File: src/rtl/oscillo_pkg.sv
// Shared types and helpers for the acquisition readout path: state encoding,
// channel-selection result and the next-enabled-channel search.
package oscillo_pkg;

  localparam int RAM_WIDTH_DEF = 10;

  typedef enum logic [2:0] {
    IDLE,
    ISSUE,
    WAITQ,
    SEND,
    FIN
  } rd_state_t;

  typedef struct packed {
    logic       none;
    logic [1:0] ch;
  } chan_sel_t;

  // Lowest enabled channel strictly above ch; none=1 when nothing is left.
  function automatic chan_sel_t next_chan(input logic [3:0] mask, input logic [1:0] ch);
    chan_sel_t sel;
    sel.none = 1'b1;
    sel.ch   = ch;
    for (int i = 3; i >= 0; i--) begin
      if (mask[i] && (i > int'(ch))) begin
        sel.none = 1'b0;
        sel.ch   = 2'(i);
      end
    end
    return sel;
  endfunction

endpackage

File: src/rtl/mask_walker.sv
// Holds the channel mask captured at readout start and walks its set bits,
// lowest first.
module mask_walker
  import oscillo_pkg::*;
(
  input  logic       clk,
  input  logic       rstn,
  input  logic       load,
  input  logic [3:0] mask_in,
  input  logic       advance,
  output logic [1:0] ch,
  output logic       more,
  output logic       empty
);

  logic [3:0] mask_q;
  chan_sel_t  first_sel;
  chan_sel_t  next_sel;
  logic [1:0] first_ch;

  // NOTE: every always_comb output gets an unconditional value first, so no
  // path can leave it unassigned and infer a latch.
  always_comb begin
    first_sel = next_chan(mask_in, 2'd0);
    first_ch  = mask_in[0] ? 2'd0 : first_sel.ch;
    empty     = !mask_in[0] && first_sel.none;
    next_sel  = next_chan(mask_q, ch);
    more      = !next_sel.none;
  end

  // NOTE: state registers use non-blocking assignments so every flop samples
  // pre-edge values regardless of statement order.
  always_ff @(posedge clk) begin
    if (!rstn) begin
      mask_q <= '0;
      ch     <= '0;
    end else if (load) begin
      mask_q <= mask_in;
      ch     <= first_ch;
    end else if (advance && !next_sel.none) begin
      ch <= next_sel.ch;
    end
  end

endmodule

File: src/rtl/waveform_readout.sv
// Reads the captured pre/post-trigger window out of the circular sample RAM
// and streams it channel-major as bytes over a valid/ready interface.
module waveform_readout
  import oscillo_pkg::*;
#(
  parameter int RAM_WIDTH = RAM_WIDTH_DEF,
  parameter int RAM_LAT   = 1
) (
  input  logic                 clk,
  input  logic                 rstn,
  input  logic                 start,
  input  logic                 data_ready,
  input  logic [RAM_WIDTH-1:0] trig_addr,
  input  logic [RAM_WIDTH-1:0] pretrig,
  input  logic [RAM_WIDTH-1:0] nsmp,
  input  logic [3:0]           chan_mask,
  output logic                 rden,
  output logic [RAM_WIDTH-1:0] rdaddress,
  input  logic [31:0]          ram_q,
  output logic [7:0]           out_data,
  output logic                 out_valid,
  input  logic                 out_ready,
  output logic                 busy,
  output logic                 done
);

  rd_state_t            state, state_d;
  logic                 pending, pending_d;
  logic                 busy_d, rden_d, out_valid_d, done_d;
  logic [RAM_WIDTH-1:0] rdaddress_d;
  logic [7:0]           out_data_d;
  logic [RAM_WIDTH-1:0] base, base_d, addr, addr_d, cnt, cnt_d, nsmp_q, nsmp_d;
  logic [1:0]           lat_cnt, lat_d;

  logic [RAM_WIDTH-1:0] base_new, addr_inc;
  logic [RAM_WIDTH:0]   cnt_inc;
  logic                 wk_load, wk_adv, wk_more, wk_empty;
  logic [1:0]           ch;

  mask_walker u_mask_walker (
    .clk     (clk),
    .rstn    (rstn),
    .load    (wk_load),
    .mask_in (chan_mask),
    .advance (wk_adv),
    .ch      (ch),
    .more    (wk_more),
    .empty   (wk_empty)
  );

  // Window start wraps naturally in RAM_WIDTH bits.
  assign base_new = trig_addr - pretrig;
  assign addr_inc = addr + RAM_WIDTH'(1);
  assign cnt_inc  = {1'b0, cnt} + (RAM_WIDTH + 1)'(1);

  always_comb begin
    state_d     = state;
    pending_d   = pending;
    busy_d      = busy;
    rden_d      = 1'b0;
    rdaddress_d = rdaddress;
    out_data_d  = out_data;
    out_valid_d = out_valid;
    done_d      = 1'b0;
    base_d      = base;
    addr_d      = addr;
    cnt_d       = cnt;
    nsmp_d      = nsmp_q;
    lat_d       = lat_cnt;
    wk_load     = 1'b0;
    wk_adv      = 1'b0;

    case (state)
      IDLE: begin
        if (start && !busy) begin
          pending_d = 1'b1;
          busy_d    = 1'b1;
        end
        if (pending && data_ready) begin
          pending_d = 1'b0;
          wk_load   = 1'b1;
          nsmp_d    = nsmp;
          base_d    = base_new;
          addr_d    = base_new;
          cnt_d     = '0;
          if (wk_empty || nsmp == '0) begin
            state_d = FIN;
          end else begin
            state_d     = ISSUE;
            rden_d      = 1'b1;
            rdaddress_d = base_new;
          end
        end
      end

      ISSUE: begin
        state_d = WAITQ;
        lat_d   = 2'd1;
      end

      // lat_cnt counts cycles since the read was issued; data is valid when
      // it reaches the RAM latency.
      WAITQ: begin
        if (lat_cnt == 2'(RAM_LAT)) begin
          out_data_d  = ram_q[{ch, 3'b000} +: 8];
          out_valid_d = 1'b1;
          state_d     = SEND;
        end else begin
          lat_d = lat_cnt + 2'd1;
        end
      end

      SEND: begin
        if (out_ready) begin
          out_valid_d = 1'b0;
          cnt_d       = cnt_inc[RAM_WIDTH-1:0];
          addr_d      = addr_inc;
          if (cnt_inc < {1'b0, nsmp_q}) begin
            state_d     = ISSUE;
            rden_d      = 1'b1;
            rdaddress_d = addr_inc;
          end else if (wk_more) begin
            wk_adv      = 1'b1;
            addr_d      = base;
            cnt_d       = '0;
            state_d     = ISSUE;
            rden_d      = 1'b1;
            rdaddress_d = base;
          end else begin
            state_d = FIN;
          end
        end
      end

      FIN: begin
        done_d  = 1'b1;
        busy_d  = 1'b0;
        state_d = IDLE;
      end

      default: state_d = IDLE;
    endcase
  end

  always_ff @(posedge clk) begin
    if (!rstn) begin
      state     <= IDLE;
      pending   <= 1'b0;
      busy      <= 1'b0;
      rden      <= 1'b0;
      rdaddress <= '0;
      out_data  <= '0;
      out_valid <= 1'b0;
      done      <= 1'b0;
      base      <= '0;
      addr      <= '0;
      cnt       <= '0;
      nsmp_q    <= '0;
      lat_cnt   <= '0;
    end else begin
      state     <= state_d;
      pending   <= pending_d;
      busy      <= busy_d;
      rden      <= rden_d;
      rdaddress <= rdaddress_d;
      out_data  <= out_data_d;
      out_valid <= out_valid_d;
      done      <= done_d;
      base      <= base_d;
      addr      <= addr_d;
      cnt       <= cnt_d;
      nsmp_q    <= nsmp_d;
      lat_cnt   <= lat_d;
    end
  end

endmodule
File: config.mk
export PLATFORM = sky130hd
export DESIGN_NAME = waveform_readout
export DESIGN_NICKNAME = d
export VERILOG_FILES = /design/src/rtl/oscillo_pkg.sv /design/src/rtl/mask_walker.sv /design/src/rtl/waveform_readout.sv
export SDC_FILE = /design/constraint.sdc
export NUM_CORES = 1
export LEC_CHECK = 0
export BUFFER_PORTS_ARGS = -buffer_cell sky130_fd_sc_hd__clkbuf_2
export CORE_MARGIN = 2
export CORE_UTILIZATION = 25
export CTS_CLUSTER_DIAMETER = 150
export CTS_CLUSTER_SIZE = 25
export DETAILED_ROUTE_END_ITERATION = 10
export SLEW_MARGIN = 0
export SYNTH_ARGS = -nofsm -noshare
export SYNTH_HDL_FRONTEND = slang
export SYNTH_SLANG_ARGS = --single-unit
File: constraint.sdc
create_clock -name clk -period 2.8 [get_ports clk]
set_input_delay 0.56 -clock clk [delete_from_list [all_inputs] [get_ports clk]]
set_output_delay 0.56 -clock clk [all_outputs]
set_load 0.03 [all_outputs]
==> implementation parameters, run 1 <==
Parameter                              Value

Setup path
  Critical Path Start Type    flop
  Required time of the critical path    3.07 ns
  Critical path's largest stage delay    around 0.39 ns
  Number of cell instances on the worst register-to-register path    13
  Setup Crit Path Kind    flop to flop
  Setup crit end kind    flop
  Standard cell with the maximum stage delay on the critical path    or4_1
  Maximum fanout along the worst path    12
  WP data arrival    roughly 3.1 ns
  Cell Chain, Critical Path    ha_4 -> nand3_2 -> or2_4 -> nor2_4 -> xor2_2 -> ha_1 -> a21o_1 -> a21oi_2 -> and2_4 -> a21oi_4 -> buf_12 -> or4_1 -> a21oi_1

Yosys
  Net Count, Synth    between 600 and 700
  Library cell occupying the most area in the post-synthesis netlist    dfxtp_1
  Portion of synthesized cell area occupied by the leading cell type    0.3196
  Cell area after technology mapping    ~4600 um^2
  Number of synthesized register bits    73
  Number of enable-type register cells in the synthesized netlist    0
  Syn Area/Cell    roughly 8.1 um^2
  Sequential-to-total area share from yosys stat    0.3196
  Share of flip-flops with an asynchronous set or reset after synthesis    0
  Post-synthesis instance total    roughly 560
  Most used flip-flop cell after synthesis    dfxtp_1
  Synthesis Warnings    0
  Unique masters post-synth    58
  Top post-synthesis cells by area    dfxtp_1 (32%), a21oi_1 (7.2%), nand2_1 (6.2%), ha_1 (5.7%), mux2i_1 (4.8%)
  Ranking of synthesized cells by instance count    nand2_1 (75), dfxtp_1 (73), a21oi_1 (66)
  Count leader, synth    nand2_1

Routing
  Remaining antenna violation count after routing    0
  Final Routed Wirelength    12980 um
  Drt pass-1 iters    4
  Number of vias in the routed layout    around 4400
  Starting DRT DRC Count    between 200 and 300
  Per-cell via count in the routed design    between 4 and 5
  WL/cell    roughly 14 um
  DR DRC count    0

Finish
  # nets final    approximately 760
  Inserted Diodes    0
  Fraction of final layout cells with drive strength greater than 1    0.2830
  Final std cells w/o fill    904
  P&R area growth vs syn    31.01%
  Filler cell count in the final layout    1911
  Post-Route Utilization    0.3334

Hold path
  Kind of path behind the tightest hold check    input pin to flop
  Count of cells along the worst hold path    3

Placement
  Total placed cells including tap cells    around 880
  Dpl hpwl    9682 um
  Placer Congestion    approximately 0.84
  Count of buffers inserted at the top-level ports    92
  Worst-case setup slack after placement    approximately 0.005 ns

Clock tree
  CTS sink count    73
  Root buf cell    clkbuf_16
  Clock insertion delay at the later pin of the skew report    0.34 ns
  TritonCTS clock tree    yes
  Deepest clock path buffer count    2
  TritonCTS buffer count    9
  Worst-path clk slew    0.06 ns
  Hold buffer count at CTS    0
  Maximum level of the CTS H-tree    3

STA
  RSZ-0062 raised after global routing    yes
  Clock period minus worst slack    about 2.8 ns
  Relative slew margins    0.6590
  Tightest hold margin    0.4557 ns
  Max-slew violation count    0
  Share of the cycle needed by the critical path after routing    1.008
  Fin. Hold Viols    0
  Final setup margin    -0.02186 ns
  Transition time of the tightest slew-check pin    just over 0.5 ns
  Fmax    ~350 MHz
  Final Setup Violations    1
  Clock skew    roughly 0.0095 ns

Die
  Chip height    139.2 um
  Total Die Area    a little under 20000 um^2
  Number of cell rows    just under 50
  Starting Density    0.2545
  IO Count    93
  Placeable core area    between 15000 and 20000 um^2
  Die span in x    around 140 um

Power and ir drop
  Power share of the clock group    0.438
  PD cells    around 550 nW/um^2
  Relative contribution of combinational cells to total power    0.212
  Lkg Pwr    around 2.4 nW
  Switching power    approximately 0.9 mW
  Total power draw    about 3.3 mW
  Sw Share    0.2709
  Cell internal power dissipation    2.405 mW
  Power share of the sequential group    0.350
  Worst ir drop on vdd    roughly 0.30 mV

Global route
  Initial antenna violation count    0
  Total global routing overflow    0
  Pin count of the biggest net entering global routing    34
  Vias in the first global route    about 4400
  Gr usage total    0.1372
  First-pass GRT wire length    around 22000 um

Outcome
  Status    finished, violations left
  Violated checks    negative setup slack

Run
  Count of max-cap constraint violations    0
[flip-flops by register name (all words and copies together) (netlist names), 2 cells and up]
| register | count |
|---|---|
| addr | 10 |
| base | 10 |
| cnt | 10 |
| lat_cnt | 2 |
| nsmp_q | 10 |
| out_data | 8 |
| rdaddress | 10 |
| state | 3 |
| u_mask_walker.ch | 2 |
| u_mask_walker.mask_q | 3 |
[per-layer routing]
layer / up-vias / routed length (um) / global-route usage / share of wire
met3: 22 / 414 / 0.02099 / 0.032
met5: - / 0 / 0 / 0
li1: 2250 / - / - / -
met4: 0 / 372 / 0.06752 / 0.029
met1: 2078 / 6009 / 0.1771 / 0.46
met2: 86 / 6180 / 0.2237 / 0.48
[worst max-delay path: cells and delay by family, from the launching register on]
family | cells | cell delay (ns)
buffers and inverters | 1 | 0.16
flip-flops | 1 | 0.35
adder cells (fa/ha/maj) | 2 | 0.41
AO/OA/AOI/OAI | 4 | 0.58
XOR/XNOR | 1 | 0.16
AND/OR/NAND/NOR | 5 | 1.09
[final cells by class]
| type | instances | area [um^2] | share of cell area |
|---|---|---|---|
| sequential | 73 | 1464 | 0.2444 |
| clock inverter | 5 | 125.1 | 0.02089 |
| clock buffer | 11 | 252.7 | 0.04220 |
| tap | 229 | 286.5 | 0.04784 |
| inverter | 30 | 112.6 | 0.01880 |
| multi-input combinational | 424 | 2947 | 0.4920 |
| timing repair buffer | 132 | 802.0 | 0.1339 |
[path summary, 6_finish.rpt]
| path | start | endpoint | slack (ns) |
|---|---|---|---|
| setup / recovery | cnt[1]$_SDFFE_PN0P_ | cnt[0]$_SDFFE_PN0P_ | -0.02 |
| hold / removal | nsmp[2] | nsmp_q[2]$_SDFFE_PN0P_ | 0.46 |
| setup reg to reg | cnt[1]$_SDFFE_PN0P_ | cnt[0]$_SDFFE_PN0P_ | -0.02 |
| hold reg to reg | nsmp_q[1]$_SDFFE_PN0P_ | nsmp_q[1]$_SDFFE_PN0P_ | 0.46 |
[power by group through the flow]
| stage | Sequential (mW) | Combinational (mW) | Clock (mW) |
|---|---|---|---|
| 2_1_floorplan | 1.19 | 0.430 | 0 |
| 5_1_grt | 1.16 | 0.773 | 1.51 |
| 4_1_cts | 1.15 | 0.666 | 1.47 |
| 3_5_place_dp | 1.17 | 0.661 | 0 |
| 3_3_place_gp | 1.17 | 0.655 | 0 |
| 6_report | 1.15 | 0.699 | 1.45 |
[kinds of logic after synthesis]
kind of cell	count (synthesis)	synth area share
AOI/OAI and AO/OA	158	0.2244
xor gates and xnor gates	21	0.04023
adders and majority gates	22	0.06185
buffers and inverters	64	0.05993
DFF	73	0.3196
muxes	31	0.09004
and+or+nand+nor	192	0.2039
[per-stage QoR]
stage	cell area [um^2]	setup TNS, ns
final	5989	-0.02186
after global routing	5989	-2.076
after CTS	5854	-0.01153
after detailed placement	5466	0
after global placement	5466	0
after floorplan	4612	0
[placed cells by master, fill, tap and decap left out, drive strengths merged, types with 3 or more instances in the layout]
cell type,instances
dfxtp,73
o2111ai,8
nor3b,3
and4,3
a31oi,14
mux4,8
and2,6
inv,30
clkbuf,103
bufinv,4
nand3b,5
a311oi,10
xor2,7
buf,40
or2,3
nand2,75
ha,21
o21ai,24
o31a,3
nor2,38
nand4,4
a21o,6
xnor2,14
a21oi,67
nand2b,3
a211oi,5
and3,8
nor3,13
or3,5
mux2i,22
o21a,4
a221oi,4
a211o,3
nor4,4
nand3,16
[repair_timing]
item | 4_1_cts | 5_1_grt
endpoints found under the hold margin | 0 | 0
setup buffers | 0 | 9
pin swaps | 0 | 15
gates resized for setup | 2 | 15
cloned | 0 | 0
setup endpoints to repair | 7 | 29
Note: power is estimated with default switching activity, not from simulation.
==> run 2, diff against run 1 <==
--- a/config.mk
+++ b/config.mk
@@ -6,6 +6,7 @@
 export NUM_CORES = 1
 export LEC_CHECK = 0
 export BUFFER_PORTS_ARGS = -buffer_cell sky130_fd_sc_hd__clkbuf_2
+export CORE_ASPECT_RATIO = 0.6
 export CORE_MARGIN = 2
 export CORE_UTILIZATION = 25
 export CTS_CLUSTER_DIAMETER = 150
==> constraint.sdc (replaced) <==
create_clock -name clk -period 2.6 [get_ports clk]
set_input_delay 0.52 -clock clk [delete_from_list [all_inputs] [get_ports clk]]
set_output_delay 0.52 -clock clk [all_outputs]
set_load 0.03 [all_outputs]
==> run 2 against run 1 <==
Against the previous run:
- sequential power is 9% higher
- flip-flop and latch count stayed put
- via count is 4.0% higher
- critical endpoint is now rdaddress[9]$_SDFFE_PN0P_
- critical path depth is 1 higher
- wire length is 16% higher
- utilization is 1.6 points higher
- the run still ends with negative setup slack left
- global-route usage is 2.0 points higher
- clock skew is 0.0052 ns lower
==> implementation parameters, run 2 (same netlist as run 1, synthesis figures left out) <==
Parameter                              Value

Finish
  P&R area growth vs syn    37.49%
  Fraction of final layout cells with drive strength greater than 1    0.3429 (+0.05994)
  Post-Route Utilization    0.3498 (+0.01634)
  Area used by sequential logic in the layout    1468 um^2 (+0.26%)
  Filler cell count in the final layout    1904 (-0.37%)
  Inserted Diodes    0 (unchanged)
  Post-route cell area    6286 um^2 (+5.0%)
  Most common cell after layout, fill and taps aside    clkbuf_2
  Most frequent cells in the layout    clkbuf_2 (92), nand2_1 (72), dfxtp_1 (70), a21oi_1 (53), buf_4 (50)
  # nets final    785 (+2.9%)
  Combined area of the multi-input logic cells    3146 um^2 (+6.8%)

Routing
  Per-cell via count in the routed design    4.924 (+0.35%)
  Final Routed Wirelength    15020 um (+16%)
  Starting DRT DRC Count    402 (+37%)
  Drt pass-1 iters    5 (+1)
  Remaining antenna violation count after routing    0 (unchanged)
  WL/cell    16.03 um (+12%)
  Number of vias in the routed layout    4614 (+4.0%)
  DR DRC count    0 (unchanged)

STA
  RSZ-0062 raised after global routing    yes
  Transition time of the tightest slew-check pin    0.7470 ns (+0.2362 ns)
  Clock skew    0.004240 ns (-0.005242 ns)
  Final setup margin    -0.2887 ns (-0.2668 ns)
  Share of the cycle needed by the critical path after routing    1.111 (+0.1032)
  Fin. Hold Viols    0 (unchanged)
  Relative slew margins    0.5015 (-0.1576)
  Final Setup Violations    35 (+34)
  Max-slew violation count    0 (unchanged)
  Fmax    346.2 MHz (-2.3%)
  Clock period minus worst slack    2.889 ns (+0.06682 ns)
  Fin Setup TNS    -5.984 ns (-5.963 ns)

Hold path
  Kind of path behind the tightest hold check    input pin to flop

Power and ir drop
  Total power draw    3.370 mW (+2.1%)
  Worst ir drop on vdd    0.3014 mV (+1.9%)
  PD cells    536.0 nW/um^2 (-2.7%)
  Lkg Pwr    2.490 nW (+4.9%)

Clock tree
  CTS sink count    73 (unchanged)
  Clock insertion delay at the later pin of the skew report    0.33 ns (about the same)
  Root buf cell    clkbuf_16
  Worst-path clk slew    0.06 ns (about the same)
  TritonCTS buffer count    9 (unchanged)
  Maximum level of the CTS H-tree    3 (unchanged)
  TritonCTS clock tree    yes
  Hold buffer count at CTS    0 (unchanged)
  Deepest clock path buffer count    2 (unchanged)

Setup path
  WP data arrival    3.13 ns (+0.04 ns)
  Required time of the critical path    2.85 ns (-0.22 ns)
  Setup crit end kind    flop
  Setup Crit Path Kind    flop to flop
  Critical Path Start Type    flop
  Maximum fanout along the worst path    4 (-8)

Die
  Total Die Area    19420 um^2 (+0.19%)
  Starting Density    0.2544 (about the same)
  IO Count    93 (unchanged)
  Die span in x    178.6 um (+28%)
  Number of cell rows    38 (-22%)
  Chip height    108.8 um (-22%)
  Placeable core area    17970 um^2 (about the same)

Placement
  Placer Congestion    0.8499 (+1.7%)
  Dpl hpwl    10770 um (+11%)
  Cell area reported after detailed placement    5545 um^2 (+1.4%)
  Count of buffers inserted at the top-level ports    92 (unchanged)

Global route
  Gr usage total    0.1575 (+0.02027)
  Vias in the first global route    4275 (-2.2%)
  Pin count of the biggest net entering global routing    30 (-12%)
  Total global routing overflow    0 (unchanged)
  Initial antenna violation count    0 (unchanged)
  First-pass GRT wire length    23760 um (+9.0%)

Outcome
  Status    finished, violations left
  Violated checks    negative setup slack

Run
  Count of max-cap constraint violations    0 (unchanged)
-- run 2: cell count changes in the layout (fill, tap and decap cells not counted), sizes merged --
cell	before	now
clkbuf	103	106
a21oi	67	68
and2	6	7
buf	40	60
clkinv	1	2
bufinv	4	0
-- run 2: what timing repair did --
action / 4_1_cts / 5_1_grt
hold endpoints to repair: 0 / 0
cloned: 2 / 2
resized for setup: 26 / 30
pin swaps: 24 / 18
setup endpoints to repair: 34 / 35
buffers inserted: 13 / 4
-- run 2: critical path: stages (launching register included) --
cell and delay (ns):
dfxtp_2 0.35, buf_4 0.12, and3_1 0.16, nand3_1 0.12
xnor2_1 0.32, ha_1 0.33, nand2_2 0.12, a2111oi_4 0.05
buf_4 0.15, o2111ai_1 0.20, nor3b_2 0.23, buf_4 0.17
buf_4 0.16, a21oi_1 0.07, a311oi_1 0.24
-- run 2: layout make-up --
cell class / count / share of cell area
tap: 240 / 0.04777
multi-input combinational: 426 / 0.5004
timing repair buffer: 152 / 0.1537
clock buffer: 14 / 0.04518
inverter: 30 / 0.01791
clock inverter: 2 / 0.001592
sequential: 73 / 0.2335
-- run 2: metrics by stage --
step / instances / hold WS, ns / setup WS, ns
finish: 937 / 0.4195 / -0.2887
floorplan: 561 / 0.4317 / -0.09004
CTS: 931 / 0.4170 / -0.1115
global placement: 900 / 0.4419 / -0.1910
detailed placement: 900 / 0.4534 / -0.2383
global route: 937 / 0.4292 / -0.3877
-- run 2: worst paths after layout --
check,to,start,slack (ns),depth (start not counted)
min reg2reg,nsmp_q[6]$_SDFFE_PN0P_,nsmp_q[6]$_SDFFE_PN0P_,0.46,2
max reg2reg,rdaddress[9]$_SDFFE_PN0P_,cnt[1]$_SDFFE_PN0P_,-0.29,14
min,nsmp_q[4]$_SDFFE_PN0P_,nsmp[4],0.42,3
max,rdaddress[9]$_SDFFE_PN0P_,cnt[1]$_SDFFE_PN0P_,-0.29,14
-- run 2: where the power goes --
| part | switching (mW) | internal (mW) | total [mW] |
|---|---|---|---|
| clock network | 0.462 | 0.747 | 1.21 |
| registers | 0.0625 | 1.18 | 1.25 |
| logic | 0.516 | 0.398 | 0.915 |
| total | 1.04 | 2.33 | 3.37 |
-- run 2: routing by layer --
metal	track usage	up-vias	part of all wire	wire length [um]
li1	-	2305	-	-
met3	0.05300	13	0.099	1489
met4	0.03136	0	0.011	165
met5	0	-	0	0
met1	0.2513	2110	0.53	7939
met2	0.1947	186	0.36	5426
==> run 3, diff against run 2 <==
--- a/config.mk
+++ b/config.mk
@@ -12,6 +12,7 @@
 export CTS_CLUSTER_DIAMETER = 150
 export CTS_CLUSTER_SIZE = 25
 export DETAILED_ROUTE_END_ITERATION = 10
+export SKIP_LAST_GASP = 1
 export SLEW_MARGIN = 0
 export SYNTH_ARGS = -nofsm -noshare
 export SYNTH_HDL_FRONTEND = slang
==> run 3 against run 2 <==
Against the previous run:
- the run still ends with negative setup slack left
- worst hold slack better by 0.0018 ns
- die area unchanged
- sequential share of layout area is 0.089 points higher
- global-route usage is essentially flat
- clock power barely moved
- final cell count decreased by 0.11%
- non-clock buffer count fell by 1
- first-iteration DRC count shrank 7.2%
- worst setup slack better by 0.060 ns
- final area is 0.38% lower
- combinational power shrank 2%
- critical path type unchanged
- largest cell class unchanged
==> implementation parameters, run 3 (same netlist as run 1, synthesis figures left out) <==
Parameter                              Value

Clock tree
  TritonCTS buffer count    9 (unchanged)
  Clock insertion delay at the later pin of the skew report    0.33 ns (about the same)
  CTS sink count    73 (unchanged)
  Deepest clock path buffer count    2 (unchanged)
  Maximum level of the CTS H-tree    3 (unchanged)
  Root buf cell    clkbuf_16
  Worst-path clk slew    0.06 ns (about the same)
  TritonCTS clock tree    yes

Global route
  Vias in the first global route    4256 (-0.44%)
  Initial antenna violation count    0 (unchanged)
  First-pass GRT wire length    23750 um (about the same)
  Total global routing overflow    0 (unchanged)
  Pin count of the biggest net entering global routing    30 (unchanged)
  Gr usage total    0.1574 (about the same)

Setup path
  WP data arrival    3.09 ns (-0.04 ns)
  Critical Path Start Type    flop
  Critical R2R Launch    cnt[1]$_SDFFE_PN0P_
  Launch point of the critical path    cnt[1]$_SDFFE_PN0P_
  Setup crit end kind    flop
  Required time of the critical path    2.86 ns (about the same)
  Setup Crit Path Kind    flop to flop
  Number of cell instances on the worst register-to-register path    12 (-2)
  Maximum fanout along the worst path    7 (+3)

Die
  Placeable core area    17970 um^2 (unchanged)
  Total Die Area    19420 um^2 (unchanged)
  IO Count    93 (unchanged)
  Number of cell rows    38 (unchanged)
  Chip height    108.8 um (unchanged)
  Starting Density    0.2544 (unchanged)
  Die span in x    178.6 um (unchanged)

Routing
  DR DRC count    0 (unchanged)
  Starting DRT DRC Count    373 (-7.2%)
  Per-cell via count in the routed design    4.946 (+0.43%)
  Number of vias in the routed layout    4629 (+0.33%)
  Final Routed Wirelength    14960 um (-0.40%)
  Remaining antenna violation count after routing    0 (unchanged)
  WL/cell    15.98 um (-0.29%)
  Drt pass-1 iters    5 (unchanged)

STA
  Share of the cycle needed by the critical path after routing    1.088 (-0.02321)
  Relative slew margins    0.5226 (+0.02110)
  Final Setup Violations    34 (-2.9%)
  Max-slew violation count    0 (unchanged)
  Clock period minus worst slack    2.828 ns (-0.06034 ns)
  Final setup margin    -0.2283 ns (+0.06034 ns)
  Fin. Hold Viols    0 (unchanged)
  Fin Setup TNS    -5.155 ns (+0.8294 ns)
  Clock skew    0.004567 ns (+0.0003276 ns)
  Transition time of the tightest slew-check pin    0.7154 ns (-0.03162 ns)
  Fmax    353.6 MHz (+2.1%)
  RSZ-0062 raised after global routing    yes

Finish
  # nets final    784 (-0.13%)
  Post-route cell area    6262 um^2 (-0.38%)
  Fraction of final layout cells with drive strength greater than 1    0.3362 (-0.006691)
  Inserted Diodes    0 (unchanged)
  Most common cell after layout, fill and taps aside    clkbuf_2
  Most frequent cells in the layout    clkbuf_2 (92), nand2_1 (72), dfxtp_1 (70), a21oi_1 (57), buf_4 (48)
  P&R area growth vs syn    36.97%

Hold path
  Count of cells along the worst hold path    3 (unchanged)
  Startpoint of the most critical hold path    nsmp[4]
  Kind of path behind the tightest hold check    input pin to flop

Placement
  Cell area reported after detailed placement    5545 um^2 (unchanged)
  Count of buffers inserted at the top-level ports    92 (unchanged)
  Placer Congestion    0.8499 (unchanged)
  Dpl hpwl    10770 um (unchanged)

Outcome
  Status    finished, violations left
  Violated checks    negative setup slack

Run
  Count of max-cap constraint violations    0 (unchanged)

Power and ir drop
  Worst ir drop on vdd    0.2914 mV (-3.3%)
  PD cells    535.5 nW/um^2 (-0.10%)
  Lkg Pwr    2.486 nW (-0.16%)
[run 3: cell type report]
class	instances	area, um^2
Clock buffer	14	284.0
Clock inverter	2	10.01
Fill cell	1895	11710
Inverter	30	112.6
Multi-Input combinational cell	426	3131
Sequential cell	73	1468
Tap cell	240	300.3
Timing Repair Buffer	151	957.2
[run 3: path summary, 6_finish.rpt]
path                            end  slack [ns]
max             cnt[0]$_SDFFE_PN0P_       -0.23
min          nsmp_q[4]$_SDFFE_PN0P_        0.42
max reg2reg     cnt[0]$_SDFFE_PN0P_       -0.23
min reg2reg  nsmp_q[6]$_SDFFE_PN0P_        0.46
[run 3: through the flow]
stage	instances	util	total power [mW]	hold WS (ns)	setup slack [ns]
2_1_floorplan	561	-	1.745	0.4317	-0.09004
6_report	936	0.3484	3.353	0.4213	-0.2283
3_5_place_dp	900	0.3085	2.019	0.4534	-0.2383
5_1_grt	936	0.3484	3.511	0.4292	-0.3634
4_1_cts	931	0.3382	3.323	0.4170	-0.1115
3_3_place_gp	900	0.3085	2.017	0.4419	-0.1910
[run 3: repair_timing]
action,CTS,global route
setup endpoints to repair,34,35
resized for setup,25,29
endpoints found under the hold margin,0,0
cloned,2,2
pin swaps,21,24
setup buffers,13,3
hold buffers,0,0
[run 3: critical path, cell delays in order (launching register included)]
cell and delay (ns):
dfxtp_2 0.35, ha_4 0.15, nand3_4 0.07, or2_4 0.27, nor2_4 0.12, xor2_2 0.18, ha_1 0.27, a21o_1 0.20
a21oi_4 0.19, and2_4 0.25, a21oi_4 0.13, or4_1 0.43, a21oi_1 0.14
[run 3: routing by layer]
metal  track usage  share of wire  up-vias  wire length, um
met3       0.05300          0.097        9             1456
met1        0.2522           0.53     2129             7920
met4       0.03136         0.0088        0              132
met5             0              0        -                0
met2        0.1933           0.36      184             5450
li1              -              -     2307                -
[run 3: where the power goes]
part | internal, mW | switching, mW
Clock | 0.747 | 0.459
Sequential | 1.18 | 0.0630
Combinational | 0.390 | 0.511
Total | 2.32 | 1.03
